## src/rtl/lorenz_pkg.sv

```systemverilog
// Shared definitions for the Lorenz drive-response receiver.
// Holds the default word/fraction widths, the FSM state type and the
// indices of the eight products computed by the shared multiplier.
package lorenz_pkg;

  localparam int DATA_W_DEF = 27;
  localparam int FRAC_W_DEF = 20;

  typedef enum logic [1:0] {
    ST_IDLE = 2'd0,
    ST_MUL  = 2'd1,
    ST_UPD  = 2'd2
  } state_t;

  // Product schedule. Terms that depend on an earlier product come after it.
  localparam logic [2:0] STEP_DT_DYX   = 3'd0;  // dt*(Yr-Xr)
  localparam logic [2:0] STEP_DX       = 3'd1;  // (dt*(Yr-Xr))*sigma
  localparam logic [2:0] STEP_SDT      = 3'd2;  // s*dt
  localparam logic [2:0] STEP_SDT_RZ   = 3'd3;  // (s*dt)*(rho-Zr)
  localparam logic [2:0] STEP_YDT      = 3'd4;  // Yr*dt
  localparam logic [2:0] STEP_SDT_Y    = 3'd5;  // (s*dt)*Yr
  localparam logic [2:0] STEP_DTZ      = 3'd6;  // dt*Zr
  localparam logic [2:0] STEP_DTZ_BETA = 3'd7;  // (dt*Zr)*beta
  localparam logic [2:0] STEP_LAST     = STEP_DTZ_BETA;

endpackage

```

## src/rtl/lorenz_receiver_if.sv

```systemverilog
// Stream bundle for the receiver: drive samples in (s_*), recovered
// message out (m_*).
// Handshake: a word moves on a rising edge where valid and ready are both
// high; a source holds valid and data steady until that edge, and ready
// may depend combinationally on the opposite side's ready.
//   master : drives s_in/s_valid and m_ready
//   slave  : drives s_ready and m_out/m_valid
interface lorenz_receiver_if
  import lorenz_pkg::*;
#(
  parameter int DATA_W = DATA_W_DEF
);
  logic signed [DATA_W-1:0] s_in;
  logic                     s_valid;
  logic                     s_ready;
  logic signed [DATA_W-1:0] m_out;
  logic                     m_valid;
  logic                     m_ready;

  modport master (output s_in, s_valid, m_ready, input s_ready, m_out, m_valid);
  modport slave  (input s_in, s_valid, m_ready, output s_ready, m_out, m_valid);
endinterface

```

## src/rtl/signed_mult.sv

```systemverilog
// Fixed-point signed multiplier (combinational).
//   a, b : signed DATA_W operands, FRAC_W fraction bits
//   p    : full 2*DATA_W product shifted right by FRAC_W and kept to
//          DATA_W bits (floor rounding, upper bits wrap)
module signed_mult #(
  parameter int DATA_W = 27,
  parameter int FRAC_W = 20
) (
  input  logic signed [DATA_W-1:0] a,
  input  logic signed [DATA_W-1:0] b,
  output logic signed [DATA_W-1:0] p
);
  logic signed [2*DATA_W-1:0] full;
  logic                       unused_bits;

  assign full = a * b;
  assign p    = full[DATA_W+FRAC_W-1:FRAC_W];
  // Discarded fraction and overflow bits.
  assign unused_bits = ^{full[2*DATA_W-1:DATA_W+FRAC_W], full[FRAC_W-1:0]};
endmodule

```

## src/rtl/lorenz_receiver.sv

```systemverilog
// Lorenz drive-response receiver.
// Each accepted drive sample s produces m_out = s - Xr (state before the
// step) and then one Euler step of the receiver driven by s. The eight
// products of the step go through one shared multiplier, one per cycle.
//   clk, reset          : clock, synchronous active-high reset
//   dt,sigma,beta,rho   : static coefficients
//   X0,Y0,Z0            : initial / resync state
//   resync              : reload state from X0/Y0/Z0 (IDLE only)
//   bus (slave)         : s_in/s_valid/s_ready, m_out/m_valid/m_ready
//   Xr,Yr,Zr            : current receiver state
//   dbg_state, dbg_step : FSM state and multiplier step
module lorenz_receiver
  import lorenz_pkg::*;
#(
  parameter int DATA_W = DATA_W_DEF,
  parameter int FRAC_W = FRAC_W_DEF
) (
  input  logic                     clk,
  input  logic                     reset,
  input  logic signed [DATA_W-1:0] dt,
  input  logic signed [DATA_W-1:0] sigma,
  input  logic signed [DATA_W-1:0] beta,
  input  logic signed [DATA_W-1:0] rho,
  input  logic signed [DATA_W-1:0] X0,
  input  logic signed [DATA_W-1:0] Y0,
  input  logic signed [DATA_W-1:0] Z0,
  input  logic                     resync,
  lorenz_receiver_if.slave         bus,
  output logic signed [DATA_W-1:0] Xr,
  output logic signed [DATA_W-1:0] Yr,
  output logic signed [DATA_W-1:0] Zr,
  output state_t                   dbg_state,
  output logic [2:0]               dbg_step
);
  typedef logic signed [DATA_W-1:0] word_t;

  state_t     state_q, state_d;
  logic [2:0] step_q, step_d;
  word_t      s_q;
  word_t      m_out_q;
  logic       m_valid_q;
  word_t      prod_q [8];
  word_t      mul_a, mul_b, mul_p;
  word_t      diff_yx, diff_rz;
  logic       accept;

  assign diff_yx = Yr - Xr;
  assign diff_rz = rho - Zr;

  // A new sample is taken only in IDLE, only when the result slot is free
  // (or draining this edge), and never while a resync is requested.
  assign bus.s_ready = (state_q == ST_IDLE) && (!m_valid_q || bus.m_ready) && !resync;
  assign accept      = bus.s_valid && bus.s_ready;
  assign bus.m_out   = m_out_q;
  assign bus.m_valid = m_valid_q;
  assign dbg_state   = state_q;
  assign dbg_step    = step_q;

  // Operand selection for the shared multiplier.
  always_comb begin
    mul_a = '0;
    mul_b = '0;
    case (step_q)
      STEP_DT_DYX:   begin mul_a = dt;                 mul_b = diff_yx; end
      STEP_DX:       begin mul_a = prod_q[STEP_DT_DYX]; mul_b = sigma;   end
      STEP_SDT:      begin mul_a = s_q;                mul_b = dt;      end
      STEP_SDT_RZ:   begin mul_a = prod_q[STEP_SDT];   mul_b = diff_rz; end
      STEP_YDT:      begin mul_a = Yr;                 mul_b = dt;      end
      STEP_SDT_Y:    begin mul_a = prod_q[STEP_SDT];   mul_b = Yr;      end
      STEP_DTZ:      begin mul_a = dt;                 mul_b = Zr;      end
      STEP_DTZ_BETA: begin mul_a = prod_q[STEP_DTZ];   mul_b = beta;    end
      default:       begin mul_a = '0;                 mul_b = '0;      end
    endcase
  end

  signed_mult #(
    .DATA_W(DATA_W),
    .FRAC_W(FRAC_W)
  ) u_mult (
    .a(mul_a),
    .b(mul_b),
    .p(mul_p)
  );

  always_comb begin
    state_d = state_q;
    step_d  = step_q;
    case (state_q)
      ST_IDLE: begin
        if (accept) begin
          state_d = ST_MUL;
          step_d  = 3'd0;
        end
      end
      ST_MUL: begin
        if (step_q == STEP_LAST) begin
          state_d = ST_UPD;
          step_d  = 3'd0;
        end else begin
          step_d = step_q + 3'd1;
        end
      end
      ST_UPD: begin
        state_d = ST_IDLE;
        step_d  = 3'd0;
      end
      default: begin
        state_d = ST_IDLE;
        step_d  = 3'd0;
      end
    endcase
  end

  always_ff @(posedge clk) begin
    if (reset) begin
      state_q <= ST_IDLE;
      step_q  <= 3'd0;
    end else begin
      state_q <= state_d;
      step_q  <= step_d;
    end
  end

  always_ff @(posedge clk) begin
    if (reset) begin
      Xr        <= X0;
      Yr        <= Y0;
      Zr        <= Z0;
      s_q       <= '0;
      m_out_q   <= '0;
      m_valid_q <= 1'b0;
      for (int i = 0; i < 8; i++) prod_q[i] <= '0;
    end else begin
      // A same-edge acceptance reloads the result slot instead of clearing it.
      if (accept) begin
        s_q       <= bus.s_in;
        m_out_q   <= bus.s_in - Xr;
        m_valid_q <= 1'b1;
      end else if (m_valid_q && bus.m_ready) begin
        m_valid_q <= 1'b0;
      end

      if (state_q == ST_MUL) prod_q[step_q] <= mul_p;

      // All three coordinates commit together from pre-step values.
      if (state_q == ST_UPD) begin
        Xr <= Xr + prod_q[STEP_DX];
        Yr <= Yr + prod_q[STEP_SDT_RZ] - prod_q[STEP_YDT];
        Zr <= Zr + prod_q[STEP_SDT_Y] - prod_q[STEP_DTZ_BETA];
      end else if (state_q == ST_IDLE && resync) begin
        Xr <= X0;
        Yr <= Y0;
        Zr <= Z0;
      end
    end
  end

endmodule

```

## src/flat_wrapper.sv

```systemverilog
// flat-port wrapper written by rule: the top's interface ports become plain ports
module lorenz_receiver_flat import lorenz_pkg::*;
#(
  parameter int DATA_W = DATA_W_DEF,
  parameter int FRAC_W = FRAC_W_DEF
)
  (clk, reset, dt, sigma, beta, rho, X0, Y0, Z0, resync, Xr, Yr, Zr, dbg_state, dbg_step, bus_s_in, bus_s_valid, bus_m_ready, bus_s_ready, bus_m_out, bus_m_valid);
  lorenz_receiver_if #(.DATA_W(DATA_W)) bus_i ();
  input  logic clk;
  input  logic reset;
  input  logic signed [DATA_W-1:0] dt;
  input  logic signed [DATA_W-1:0] sigma;
  input  logic signed [DATA_W-1:0] beta;
  input  logic signed [DATA_W-1:0] rho;
  input  logic signed [DATA_W-1:0] X0;
  input  logic signed [DATA_W-1:0] Y0;
  input  logic signed [DATA_W-1:0] Z0;
  input  logic resync;
  output logic signed [DATA_W-1:0] Xr;
  output logic signed [DATA_W-1:0] Yr;
  output logic signed [DATA_W-1:0] Zr;
  output state_t dbg_state;
  output logic [2:0] dbg_step;
  input wire logic [$bits(bus_i.s_in)-1:0] bus_s_in;
  input wire logic [$bits(bus_i.s_valid)-1:0] bus_s_valid;
  input wire logic [$bits(bus_i.m_ready)-1:0] bus_m_ready;
  output wire logic [$bits(bus_i.s_ready)-1:0] bus_s_ready;
  output wire logic [$bits(bus_i.m_out)-1:0] bus_m_out;
  output wire logic [$bits(bus_i.m_valid)-1:0] bus_m_valid;
  assign bus_i.s_in = bus_s_in;
  assign bus_i.s_valid = bus_s_valid;
  assign bus_i.m_ready = bus_m_ready;
  assign bus_s_ready = bus_i.s_ready;
  assign bus_m_out = bus_i.m_out;
  assign bus_m_valid = bus_i.m_valid;
  lorenz_receiver #(.DATA_W(DATA_W), .FRAC_W(FRAC_W)) u_core (.clk(clk), .reset(reset), .dt(dt), .sigma(sigma), .beta(beta), .rho(rho), .X0(X0), .Y0(Y0), .Z0(Z0), .resync(resync), .bus(bus_i), .Xr(Xr), .Yr(Yr), .Zr(Zr), .dbg_state(dbg_state), .dbg_step(dbg_step));
endmodule
```

## config.mk

```make
export PLATFORM = sky130hd
export DESIGN_NAME = lorenz_receiver_flat
export DESIGN_NICKNAME = d
export VERILOG_FILES = /design/src/rtl/lorenz_pkg.sv /design/src/rtl/lorenz_receiver_if.sv /design/src/rtl/signed_mult.sv /design/src/rtl/lorenz_receiver.sv /design/src/flat_wrapper.sv
export SDC_FILE = /design/constraint.sdc
export NUM_CORES = 2
export LEC_CHECK = 0
export ABC_AREA = 0
export BUFFER_PORTS_ARGS = -buffer_cell sky130_fd_sc_hd__buf_2
export CAP_MARGIN = 20
export CORE_MARGIN = 10
export CORE_UTILIZATION = 30
export DETAILED_ROUTE_END_ITERATION = 10
export PLACE_DENSITY_LB_ADDON = 0.1
export SKIP_LAST_GASP = 1
export SLEW_MARGIN = 5
export SYNTH_ARGS = -nofsm -noshare
export SYNTH_HDL_FRONTEND = slang
export SYNTH_SLANG_ARGS = --single-unit
```

## constraint.sdc

```tcl
create_clock -name clk -period 12.3 [get_ports clk]
set_input_delay 0 -clock clk [delete_from_list [all_inputs] [get_ports clk]]
set_output_delay 0 -clock clk [all_outputs]
set_load 0.02 [all_outputs]
```

; ---- Word level (Yosys, flattened, before mapping)
; Memories as Yosys holds them, arrays and structs flattened.
; Cells that the tools add are included.
[classes]
n_reduce_logical = 17
addsub = 9
muxes = 27
n_eq_ne = 11
multipliers = 1
[ops]
columns = op, n
row1 = $mux W27, 10
row2 = $pmux W27 S7, 1
row3 = $pmux W27 S6, 1
row4 = $sub A27 B27 Y27, 5
row5 = $add A27 B27 Y27, 3
row6 = $mul A27 B27 Y47, 1
row7 = $reduce_or A27 Y1, 1
row8 = $eq A3 B3 Y1 const B, 4
row9 = $mux W3, 3
row10 = $mux W1, 8
row11 = $eq A3 B2 Y1 const B, 2
row12 = $pmux W3 S2, 1
row13 = $reduce_or A2 Y1, 3
row14 = $logic_and A1 B1 Y1, 5
row15 = $mux W2, 2
row16 = $ne A2 B1 Y1 const B, 2
row17 = $pmux W2 S2, 1
row18 = $add A3 B1 Y3 const B, 1
row19 = $eq A3 B1 Y1 const B, 1
row20 = $logic_not A3 Y1, 1
row21 = $reduce_bool A3 Y1, 1
row22 = $eq A2 B1 Y1 const B, 1
row23 = $eq A2 B2 Y1 const B, 1
row24 = $logic_not A1 Y1, 2
row25 = other kinds (4), 4
[word_totals]
ram_bits = 216
register_bits = 141
wordCells = 74
mem_count = 1
inputBits = 221
[memory_table]
columns = name, words, word_bits, rd, rd_ports_with_merged_regs, wr, line_no
row1 = u_core.prod_q, 8, 27, 8, 0, 8, lorenz_receiver.sv:42  ; word_t prod_q [8];

; ---- Longest topological paths before layout
[logic_depth]
word_depth = 7
depth_mapped = 42
mapped_depth_nobuf = 41

; ---- Hierarchy
; From an unflattened synthesis, not the netlist that was laid out.
[unflattened]
hier_cells = 5168
area_unflattened_um2 = 48222.5
[by_module_without_submodules]
columns = module, area_per_inst_um2, instances, seq_area_each_um2, cells_per_inst
row1 = lorenz_receiver, 24830.1, 1, 10119.7, 2625
row2 = signed_mult, 23392.4, 1, 0.0, 2543

; ---- Worst setup path before layout
; OpenSTA, ideal clock, no wires.
[synth_path]
path_type = register -> register
start = register u_core.step_q[2], in the netlist u_core.dbg_step[2]
end = memory u_core.prod_q[0][24] (netlist bit) (data pin)
setup_ps = 281
required_time_ps = 12019
path_stages_with_launch = 42
path_buffers = 8
arrival_time_ps = 9788
period_less_slack_ps = 10069
slack_ps = 2231
cell_sequence = dfxtp_1 buf_4 clkbuf_1 buf_1 inv_1 ha_1 nor2_1 nand2_1 clkbuf_1 clkbuf_1 buf_1 buf_1 o2111ai_1 a21boi_1 clkbuf_1 nand2_1 fa_1 inv_1 [6 not listed] fa_1 inv_1 fa_1 inv_1 ha_1 a21o_1 a21oi_1 nor2b_1 a2111oi_0 and3_1 o21a_1 a211oi_2 o2111ai_2 a211oi_1 o21ai_0 a21boi_0 nor3_1 nor3_1
[synth_rtl]
columns = element, line_no
row1 = "start, declared", lorenz_receiver.sv:38  ; logic [2:0] step_q, step_d;
row2 = "start signal, assigned", lorenz_receiver.sv:120  ; step_q <= step_d;
row3 = "end, declared", lorenz_receiver.sv:42

==> results.tsv <==
metric	value	unit
nets	6901	
final core utilization	34.98	%
setup TNS	0	ns
mux cell area share after synthesis	0.8922	%
share of the synthesized area in the top cell type	31.45	%
vias in the first global route	40470	
Remaining DRCs	0	
ratio of cells with drive above 1 in the final layout	11.79	%
unrepaired setup endpoints after global routing	no	
WP data arrival	11.73	ns
DR vias	38694	
postcts setup bufs	0	
max cap viols	0	
Ys Warns	0	
Worst EP required	12.62	ns
Crit-path slowest cell	a31oi_2	
CP endpoint kind	flop	
synth cell count leaders	1,040 x inv_1, 788 x nand2_1, 738 x fa_1, 459 x nor2_1, 309 x ha_1	
Mapped Cells	5188	
post-synthesis sequential area ratio	21.54	%
chip width	415.7	um
Initial Util	30.11	%
status	complete, no violations	
largest family of logic cells by synthesized area	adder cells	
leading post-synthesis cells by cell area	fa_1 31%, edfxtp_1 19%, inv_1 8.3%, ha_1 8.2%, nand2_1 6.3%	
ys async rst share	0	%
Max stage delay on crit path	0.79	ns
Yosys reg bits	357	
first-pass detailed-route iteration total	9	
slew at the pin with the worst max-slew slack	1.064	ns
I/O pin count	336	
Worst Path Max Fanout	9	
Layout area overhead	16.17	%
first-pass GRT wire length	291000	um
PortBufs	335	
final setup violation count	0	
largest net degree at the start of global routing	92	
Post-synth EDFFs	297	
Rel. slew slack	28.32	%
clock transition at the registers of the reported paths	0.06	ns
Fillers	16413	
post-synthesis simple-gate area fraction	14.23	%
area leader, netlist	fa_1	
clk root buf	clkbuf_16	
Period minus WS final	11.42	ns
total CTS buffers	45	
Max Root-Sink Buffers	3	
Iter 0 DRT Violations	3278	
global route total overflow	0	
area share of fa/ha/maj cells after synthesis	39.68	%
final clock skew	0.03724	ns
Final period util	92.82	%
commonest register cell after synthesis	edfxtp_1	
dpl hpwl	165700	um
max-slew violations	0	
worst-skew pair later-pin latency	0.62	ns
Routed WL per cell	26.13	um
post-synth cell types	81	
initial antenna violation count	25	
xor/xnor share of the synthesized area	3.137	%
most common cell in the netlist	inv_1	
kind of critical path	flop to flop	
compound-gate portion of the synthesized area	10.47	%
Total GRT Usage	23.04	%
ANT nets after route	0	
clk sinks	357	
routability cong.	0.9336	
Worst path most repeated cell	fa_1	
WL final	202000	um
Fmax	87.59	MHz
CP Launch Type	flop	
H-tree depth	2	
Avg Synthesized Cell Area	9.056	um2
Die Ht	415.7	um
vias per std cell	5.004	
hold crit path type	input pin to flop	
Core ar.	156000	um2
Syn Nets	6456	
die area	172800	um2
CTS tree	done	
row count	145	
final hold violations	0	
synthesized cell area	46980	um2
==> metrics by stage <==
stage,cells,cell area (um2),setup WS [ns],hold WS (ns)
after detailed placement,7527,51940,1.128,0.2703
after floorplan,5188,46980,2.231,0.09399
after global placement,7527,51930,1.050,0.2672
after global routing,7731,54570,0.3558,0.1204
final,7733,54570,0.8827,0.09837
after CTS,7724,54530,0.9724,0.1465
==> cell families after synthesis <==
group	after synthesis
flip-flops	357
XOR/XNOR	165
multiplexers	38
buffers and inverters	1255
adder cells (fa/ha/maj)	1047
AO/OA/AOI/OAI	748
AND/OR/NAND/NOR	1578
==> sequential cells by signal, indices dropped and copies added, names as in the netlist <==
name                flops
u_core.bus.m_valid      1
u_core.s_q             27
u_core.dbg_step         3
u_core.bus.m_out       27
u_core.prod_q         216
u_core.Yr              27
u_core.dbg_state        2
u_core.Xr              27
u_core.Zr              27
==> critical path: cells and delay by family (launching register included) <==
| family | cells | cell delay [ns] |
|---|---|---|
| adder cells (fa/ha/maj) | 10 | 4.32 |
| AO/OA/AOI/OAI | 16 | 4.29 |
| AND/OR/NAND/NOR | 6 | 1.47 |
| buffers and inverters | 7 | 0.42 |
| flip-flops | 1 | 0.41 |
| XOR/XNOR | 1 | 0.16 |
==> layer usage <==
metal / vias up / routed length, um / GRT usage [%]
li1: 17290 / - / -
met1: 19857 / 84570 / 30.12
met2: 1248 / 96460 / 38.22
met3: 299 / 10910 / 2.871
met4: 0 / 10100 / 9.913
met5: - / 0 / 0
==> final timing paths <==
check / from / endpoint / slack [ns] / cells after the start
max: u_core.Yr[0] / u_core.prod_q[7][24] / 0.88 / 40
min: resync / u_core.Xr[23] / 0.1 / 3
max reg2reg: u_core.Yr[0] / u_core.prod_q[7][24] / 0.88 / 40
min reg2reg: u_core.bus.m_out[15] / u_core.bus.m_out[15] / 0.45 / 2
==> timing repair <==
action | CTS | global route
hold buffers | 116 | 0
gates resized for setup | 0 | 0
endpoints found under the hold margin | 121 | 0
==> cells in the final DEF (no fill, tap or decap), types with 27 or more instances in the layout <==
cell type / count
and2_1: 59
nand3_1: 42
fa_1: 738
buf_2: 335
o21a_1: 57
buf_4: 157
a211oi_1: 28
nor3_1: 46
dlygate4sd3_1: 116
nand2_1: 783
nand2b_1: 53
mux2_2: 30
o21ai_0: 171
a21oi_1: 183
nor2b_1: 27
dfxtp_1: 59
edfxtp_1: 297
a22oi_1: 29
ha_1: 308
inv_1: 1040
nor2_1: 458
xnor2_1: 96
a222oi_1: 53
clkbuf_16: 46
xor2_1: 67
a21o_1: 55
==> area by class of cell <==
| type | instances | area (um2) | area share, % |
|---|---|---|---|
| tap | 2058 | 2575 | 4.718 |
| timing repair buffer | 612 | 4104 | 7.520 |
| inverter | 1041 | 3908 | 7.160 |
| clock buffer | 59 | 1230 | 2.254 |
| multi-input combinational | 3576 | 32420 | 59.41 |
| antenna | 8 | 20.02 | 0.03668 |
| clock inverter | 22 | 196.4 | 0.3599 |
| sequential | 357 | 10120 | 18.55 |
Power is not shown: default switching activity piles up to over one toggle a cycle in this logic, so the estimate is an artifact.
